**config.mk**
```make
export PLATFORM = sky130hd
export DESIGN_NAME = whack_game_core
export DESIGN_NICKNAME = d
export VERILOG_FILES = /design/src/rtl/whack_game_core.sv
export SDC_FILE = /design/constraint.sdc
export NUM_CORES = 1
export LEC_CHECK = 0
export BUFFER_PORTS_ARGS = -buffer_cell sky130_fd_sc_hd__buf_2
export CAP_MARGIN = 20
export CORE_ASPECT_RATIO = 0.7
export CORE_UTILIZATION = 50
export CTS_BUF_LIST = sky130_fd_sc_hd__clkbuf_8
export DETAILED_ROUTE_END_ITERATION = 12
export GPL_ROUTABILITY_DRIVEN = 0
export PLACE_DENSITY_LB_ADDON = 0.05
export SYNTH_ARGS = -nofsm -noshare
export SYNTH_HDL_FRONTEND = slang
export SYNTH_SLANG_ARGS = --single-unit
```
**constraint.sdc**
```tcl
create_clock -name clk -period 3.9 [get_ports clk]
set_input_delay 0.585 -clock clk [delete_from_list [all_inputs] [get_ports clk]]
set_output_delay 0.585 -clock clk [all_outputs]
set_load 0.02 [all_outputs]
```
**src/rtl/whack_game_core.sv**
```systemverilog
// whack_game_core
//   Parametrised whack-a-mole game controller. Picks a target from the LFSR
//   index and keeps it up for a time window. The window shrinks with every
//   correct hit down to a floor. A wrong press locks that button for a
//   penalty period. The core counts score and misses until the game timer
//   runs out. All outputs are registered.
//
//   Optional build macro: STREAK_BONUS_EN
//     Adds a 3-bit saturating streak counter and a streak output port.
//     A correct hit made while the streak is 3 or more scores 2 points.
//
// Ports
//   clk          system clock
//   rst          asynchronous active-high reset
//   start        debounced start level (rising edge starts a game)
//   hit          debounced button levels, one per target
//   rand_idx     random index from the LFSR
//   mole_onehot  active target, one-hot; zero when no mole is up
//   mole_idx     index of the current/last target
//   lockout      per-button penalty lock mask
//   score        correct hits (saturating)
//   misses       mole timeouts (saturating)
//   game_over    high in OVER
//   playing      high in SPAWN/UP
//   streak       consecutive correct hits (STREAK_BONUS_EN only)
module whack_game_core #(
  parameter int NUM_MOLES   = 8,
  parameter int SCORE_W     = 8,
  parameter int GAME_CYCLES = 15000000,
  parameter int LOCK_CYCLES = 1000000,
  parameter int WIN_INIT    = 2000000,
  parameter int WIN_MIN     = 400000,
  parameter int WIN_STEP    = 100000,
  localparam int IDX_W      = $clog2(NUM_MOLES)
) (
  input  logic                 clk,
  input  logic                 rst,
  input  logic                 start,
  input  logic [NUM_MOLES-1:0] hit,
  input  logic [IDX_W-1:0]     rand_idx,
  output logic [NUM_MOLES-1:0] mole_onehot,
  output logic [IDX_W-1:0]     mole_idx,
  output logic [NUM_MOLES-1:0] lockout,
  output logic [SCORE_W-1:0]   score,
  output logic [SCORE_W-1:0]   misses,
  output logic                 game_over,
  output logic                 playing
`ifdef STREAK_BONUS_EN
  ,
  output logic [2:0]           streak
`endif
);

  localparam int GT_W = $clog2(GAME_CYCLES + 1);
  localparam int LK_W = $clog2(LOCK_CYCLES + 1);
  localparam int WN_W = $clog2(WIN_INIT + 1);
  localparam logic [IDX_W:0] NM = (IDX_W+1)'(NUM_MOLES);

  typedef enum logic [1:0] {S_IDLE, S_SPAWN, S_UP, S_OVER} state_t;

  state_t               state, state_d;
  logic [NUM_MOLES-1:0] hit_q;
  logic                 start_q;
  logic [WN_W-1:0]      window, window_d;
  logic [GT_W-1:0]      game_tmr, game_tmr_d;
  logic [LK_W-1:0]      lock_tmr, lock_tmr_d;
  logic [WN_W-1:0]      mole_tmr, mole_tmr_d;
  logic [SCORE_W-1:0]   score_d, misses_d;
  logic [NUM_MOLES-1:0] lockout_d;
  logic [IDX_W-1:0]     mole_idx_d;
  logic [1:0]           bonus;
`ifdef STREAK_BONUS_EN
  logic [2:0]           streak_d;
`endif

  logic [NUM_MOLES-1:0] rise, wrong, target;
  logic                 correct, start_rise;
  logic [IDX_W:0]       idx_norm, idx_pick;

  function automatic logic [SCORE_W-1:0] sat_add(input logic [SCORE_W-1:0] a,
                                                 input logic [1:0]         inc);
    logic [SCORE_W:0] sum;
    sum = {1'b0, a} + (SCORE_W+1)'(inc);
    return sum[SCORE_W] ? {SCORE_W{1'b1}} : sum[SCORE_W-1:0];
  endfunction

  // Next window after a correct hit: step down, never below the floor.
  function automatic logic [WN_W-1:0] shrink(input logic [WN_W-1:0] w);
    logic [WN_W:0] wide;
    wide = {1'b0, w};
    if (wide >= (WN_W+1)'(WIN_MIN + WIN_STEP)) return w - WN_W'(WIN_STEP);
    else return WN_W'(WIN_MIN);
  endfunction

  function automatic logic [NUM_MOLES-1:0] onehot(input logic [IDX_W-1:0] i);
    return {{(NUM_MOLES-1){1'b0}}, 1'b1} << i;
  endfunction

  // Locked buttons never produce a rise; hit_q tracks them regardless, so a
  // button held through the end of its lock does not fire on release of lock.
  assign rise       = hit & ~hit_q & ~lockout;
  assign start_rise = start & ~start_q;
  assign target     = onehot(mole_idx);
  assign correct    = |(rise & target);
  assign wrong      = rise & ~target;

  // Fold the LFSR index into range, then avoid repeating the last target.
  always_comb begin
    idx_norm = {1'b0, rand_idx};
    if (idx_norm >= NM) idx_norm = idx_norm - NM;
    idx_pick = idx_norm;
    if (idx_norm == {1'b0, mole_idx}) begin
      idx_pick = idx_norm + 1'b1;
      if (idx_pick == NM) idx_pick = '0;
    end
  end

  always_comb begin
    state_d    = state;
    score_d    = score;
    misses_d   = misses;
    lockout_d  = lockout;
    mole_idx_d = mole_idx;
    window_d   = window;
    game_tmr_d = game_tmr;
    lock_tmr_d = lock_tmr;
    mole_tmr_d = mole_tmr;
    bonus      = 2'd1;
`ifdef STREAK_BONUS_EN
    streak_d   = streak;
    if (streak >= 3'd3) bonus = 2'd2;
`endif

    // Lock timer runs in every state; OVER keeps all buttons locked.
    if (lock_tmr != '0) begin
      lock_tmr_d = lock_tmr - 1'b1;
      if (lock_tmr == LK_W'(1) && state != S_OVER) lockout_d = '0;
    end

    case (state)
      S_IDLE, S_OVER: begin
        if (start_rise) begin
          score_d    = '0;
          misses_d   = '0;
          lockout_d  = '0;
          lock_tmr_d = '0;
          game_tmr_d = GT_W'(GAME_CYCLES);
          window_d   = WN_W'(WIN_INIT);
`ifdef STREAK_BONUS_EN
          streak_d   = '0;
`endif
          state_d    = S_SPAWN;
        end
      end

      S_SPAWN: begin
        if (game_tmr != '0) game_tmr_d = game_tmr - 1'b1;
        mole_idx_d = idx_pick[IDX_W-1:0];
        mole_tmr_d = window;
        state_d    = S_UP;
      end

      S_UP: begin
        if (game_tmr != '0) game_tmr_d = game_tmr - 1'b1;
        if (mole_tmr != '0) mole_tmr_d = mole_tmr - 1'b1;
        // "Reaches zero" means this is the last counted cycle (value 1).
        if (game_tmr <= GT_W'(1)) begin
          state_d    = S_OVER;
          lockout_d  = '1;
          lock_tmr_d = '0;
        end else begin
          if (correct) begin
            score_d  = sat_add(score, bonus);
            window_d = shrink(window);
            state_d  = S_SPAWN;
`ifdef STREAK_BONUS_EN
            if (streak != 3'd7) streak_d = streak + 3'd1;
`endif
          end else if (mole_tmr <= WN_W'(1)) begin
            misses_d = sat_add(misses, 2'd1);
            state_d  = S_SPAWN;
`ifdef STREAK_BONUS_EN
            streak_d = '0;
`endif
          end
          // Wrong presses lock even when the target was also hit this cycle;
          // reloading the timer lets a fresh wrong press extend the lock.
          if (wrong != '0) begin
            lockout_d  = lockout | wrong;
            lock_tmr_d = LK_W'(LOCK_CYCLES);
`ifdef STREAK_BONUS_EN
            streak_d   = '0;
`endif
          end
        end
      end

      default: state_d = S_IDLE;
    endcase
  end

  always_ff @(posedge clk or posedge rst) begin
    if (rst) begin
      state       <= S_IDLE;
      hit_q       <= '0;
      start_q     <= 1'b0;
      window      <= WN_W'(WIN_INIT);
      game_tmr    <= '0;
      lock_tmr    <= '0;
      mole_tmr    <= '0;
      score       <= '0;
      misses      <= '0;
      lockout     <= '0;
      mole_idx    <= '0;
      mole_onehot <= '0;
      game_over   <= 1'b0;
      playing     <= 1'b0;
`ifdef STREAK_BONUS_EN
      streak      <= '0;
`endif
    end else begin
      state       <= state_d;
      hit_q       <= hit;
      start_q     <= start;
      window      <= window_d;
      game_tmr    <= game_tmr_d;
      lock_tmr    <= lock_tmr_d;
      mole_tmr    <= mole_tmr_d;
      score       <= score_d;
      misses      <= misses_d;
      lockout     <= lockout_d;
      mole_idx    <= mole_idx_d;
      // Outputs follow the state being entered so they line up with it.
      mole_onehot <= (state_d == S_UP) ? onehot(mole_idx_d) : '0;
      game_over   <= (state_d == S_OVER);
      playing     <= (state_d == S_SPAWN) || (state_d == S_UP);
`ifdef STREAK_BONUS_EN
      streak      <= streak_d;
`endif
    end
  end

endmodule

```
# Word-level counts from Yosys, hierarchy flattened
# Index checks and enable logic that the tools add are counted.
dict set report totals {
  regBits 134
  input_bits 14
  out_inout_bits 37
  word_cells 109
}
dict set report op_classes {
  n_addsub 7
  order_cmp 3
  n_eq_ne 17
  shifts 2
  muxes 40
  n_bitwise 10
  n_reduce_logical 16
}
# cell n
set ops {}
lappend ops {{$mux W8} 14}
lappend ops {{$mux W21} 5}
lappend ops {{$pmux W21 S2} 2}
lappend ops {{$mux W20} 4}
lappend ops {{$mux W24} 2}
lappend ops {{$pmux W24 S2} 1}
lappend ops {{$pmux W8 S2} 3}
lappend ops {{$pmux W20 S2} 1}
lappend ops {{$and A8 B8 Y8} 4}
lappend ops {{$le A24 B1 Y1 const B} 1}
lappend ops {{$not A8 Y8} 3}
lappend ops {{$reduce_bool A24 Y1} 1}
lappend ops {{$sub A24 B1 Y24 const B} 1}
lappend ops {{$ge A21 B19 Y1 const B} 1}
lappend ops {{$le A21 B1 Y1 const B} 1}
lappend ops {{$reduce_bool A21 Y1} 1}
lappend ops {{$sub A21 B1 Y21 const B} 1}
lappend ops {{$sub A21 B17 Y21 const B} 1}
lappend ops {{$eq A20 B1 Y1 const B} 1}
lappend ops {{$reduce_bool A20 Y1} 1}
lappend ops {{$sub A20 B1 Y20 const B} 1}
lappend ops {{$add A8 B1 Y9 const B} 2}
lappend ops {{$shl A1 B3 Y8 const A} 2}
lappend ops {{$ne A2 B2 Y1 const B} 7}
lappend ops {{other kinds (22)} 34}

# Longest topological paths before layout
dict set report depth {
  ltp_word 10
  mapped_depth 10
}

# Worst setup path before layout
# No wires, ideal clock.
dict set report synth_path {
  kind {register to register}
  startpoint {reg game_tmr[16]}
  endpoint {reg mole_onehot[3]}
  setup_ps 131
  t_arrival_ps 2758
  setup_slack_ps 1011
  stages_incl_launch_ff 10
  path_buffers 1
  period_less_slack_ps 2889
  path_cell_list {dfrtp_1 -> or4_4 -> or4_1 -> or3_1 -> buf_2 -> a41oi_1 -> o22ai_1 -> ha_1 -> o211ai_1 -> nor2_1}
}
dict set report synth_via {
  elab_chain_len 5
}
# element line
set synth_rtl {}
lappend synth_rtl {{start: declaration} 65} ;# logic [GT_W-1:0] game_tmr, game_tmr_d;
lappend synth_rtl {{start signal: assignment} 226} ;# game_tmr <= game_tmr_d;
lappend synth_rtl {{$le A24 B1 Y1} 167} ;# if (game_tmr <= GT_W'(1)) begin
lappend synth_rtl {{$mux W2} 167}
lappend synth_rtl {{$pmux W2 S3} 140} ;# case (state)
lappend synth_rtl {{$eq A2 B2 Y1} 234} ;# mole_onehot <= (state_d == S_UP) ? onehot(mole_idx_d) : '0;
lappend synth_rtl {{$mux W8} 234}
lappend synth_rtl {{end signal: assignment} 234}
lappend synth_rtl {{end: declaration} 41} ;# output logic [NUM_MOLES-1:0] mole_onehot,
# No other way between the ends.
# A chain may end at the register's enable or synchronous reset.

# Worst setup path in the final report
dict set report layout_path {
  startpoint {reg game_tmr[16]}
  endpoint {reg mole_onehot[1]}
}
# Same word-level chain as after synthesis.

==> results.tsv <==
metric	value	unit
Synth Warn #	0	
met2 wire length	7300	microns
Final min period	3.23	ns
# IOs	51	
final core utilization	57.4	%
PnR worst setup slack	0.673	ns
ys flop type	dfrtp_1	
CTS resizes	0	
ys async rst share	100	%
Synthesized Nets	819	
# DRC	0	
PwrDens	753	nW/um^2
Peak VDD IR	0.240	mV
CTS buffer count	17	
total track usage	25.3	%
Antenna Nets Post-Route	0	
placed cells	1005	
final wirelength	17900	microns
clock-pin slew on the worst setup and hold paths	0.08	ns
synth unique cells	69	
leak pwr	3.44	nW
clk_skew	0.00847	ns
CTS sink count	129	
Clock Tree Buf Depth	2	
status	complete, no violations	
Cells after Synth	788	
Area Overhead vs Synth	10.9	%
Die Wd	146	microns
total gr overflow	0	
RSZ-0062 raised after global routing	no	
total core area	14100	sq um
most frequent cells in the layout	122 x dfrtp_1, 76 x nor2_1, 61 x nand2_1	
Slew @ Worst Pin	1.02	ns
n_diodes	0	
max layer used	met4	
global-route wire length before repair	30000	microns
CTS tree	yes	
vias in the first global route	5831	
H-tree Lvls	4	
DR WL met3	1280	microns
Final Power	6.09	mW
final hold viol count	0	
final instance area	8090	sq um
Max Clock Freq	310	MHz
routed vias	6260	
Die ar.	15100	sq um
Slew HR	30.9	%
#FFs+latches synth	129	
CP Class	reg -> reg	
Area after DPL	7730	sq um
Post-Layout Cell Count	1036	
largest net degree at the start of global routing	61	
Hold WS	0.197	ns
syn avg cell area	9.26	sq um
root buffer selected by CTS	clkbuf_8	
row cnt	36	
register area share after synthesis	44.4	%
initial antenna violation count	0	
max_cap viols	0	
share of cells above drive strength 1	14.4	%
Final Net Count	865	
Mapped Area	7300	sq um
Final TNS setup	0	ns
IO Port Bufs	50	
CP arrival	3.54	ns
Startpoint Class	flip-flop	
worst hold path class	in -> async	
final worst-path cycle share	82.8	%
Avg WL per Cell	17.3	microns
Metal-1 WL	9090	microns
Worst-Skew Late Latency	0.44	ns
setup bufs post-CTS	0	
crit path max fanout	11	
cts hold-fix bufs	0	
CP required	4.21	ns
drt pass-1 iters	6	
Setup crit end kind	flip-flop	
Pins Over Slew Limit	0	
pre-CTS WS	0.701	ns
commonest non-fill, non-tap cell in the layout	dfrtp_1	
DR vias/cell	6.04	
Final setup viols	0	
Die Ht	103	microns
Initial Util	51.7	%
Initial DRC Count	537	
Final HPWL DP	12400	microns
EDFF count, synth	0	
-- worst max-delay path: stages, from the launching register on --
cell	delay (ns)
dfrtp_1	0.43
or4_4	0.58
or4_1	0.51
or3_1	0.61
a41oi_1	0.31
o22ai_1	0.14
ha_1	0.25
o211ai_1	0.19
nor2_1	0.08
-- registers in the layout (all words and copies together), names as in the netlist --
name / flops
game_over: 1
game_tmr: 24
hit_q: 8
lock_tmr: 20
lockout: 8
misses: 8
mole_idx: 3
mole_onehot: 8
mole_tmr: 21
playing: 1
score: 8
start_q: 1
state: 2
window: 16
-- layer usage --
layer	vias up	GRT usage (%)
li1	2975	-
met2	223	36.8
met4	0	8.09
met3	21	4.34
met1	3041	38.3
met5	-	0
-- cell usage after synthesis (8+ instances only) --
master / instances / area [sq um]
dfrtp_1: 122 / 3050
nor2_1: 76 / 285
nand2_1: 61 / 229
o21ai_0: 40 / 200
a21oi_1: 38 / 190
xor2_1: 33 / 289
nand3_1: 30 / 150
clkbuf_1: 28 / 105
inv_1: 27 / 101
nor3_1: 26 / 130
xnor2_1: 21 / 184
nor4_1: 19 / 119
ha_1: 17 / 213
nor2b_1: 17 / 106
or3_1: 17 / 106
a211oi_1: 15 / 113
a31oi_1: 13 / 81.3
or4_1: 13 / 97.6
nand2b_1: 11 / 68.8
nand4_1: 11 / 68.8
nor3b_1: 10 / 75.1
mux2i_1: 9 / 90.1
o31ai_1: 8 / 60.1
-- cell families after synthesis --
family / count (synthesis) / share of synthesized area (%)
multiplexers: 11 / 1.54
AND/OR/NAND/NOR: 335 / 24.7
buffers and inverters: 61 / 3.36
adder cells (fa/ha/maj): 17 / 2.92
XOR/XNOR: 54 / 6.48
flip-flops: 129 / 44.4
AO/OA/AOI/OAI: 181 / 16.6
-- path summary, 6_finish.rpt --
check,from,end,slack [ns],depth (start not counted)
setup / recovery,game_tmr[16]$_DFFE_PP0P_,mole_onehot[1]$_DFF_PP0_,0.67,8
hold / removal,rst,game_tmr[9]$_DFFE_PP0P_,0.20,2
setup reg to reg,game_tmr[16]$_DFFE_PP0P_,mole_onehot[1]$_DFF_PP0_,0.67,8
hold reg to reg,mole_tmr[4]$_DFFE_PP0P_,mole_tmr[4]$_DFFE_PP0P_,0.51,1
max in group asynchronous,rst,hit_q[7]$_DFF_PP0_,2.54,3
min in group clk,hit[1],hit_q[1]$_DFF_PP0_,0.26,1
-- power by group --
part | switching (mW) | leakage (nW) | internal, mW
Sequential | 0.501 | 1.62 | 1.75
Combinational | 1.72 | 1.62 | 1.05
Clock | 0.511 | 0.204 | 0.553
Total | 2.73 | 3.44 | 3.36
-- cell type report --
type,instances,area [sq um]
tap,190,238
inverter,27,105
fill,1244,6010
clock buffer,21,289
clock inverter,10,71.3
timing repair buffer,61,333
multi-input combinational,598,3820
sequential,129,3240
Power figures use the tool's default switching activity.
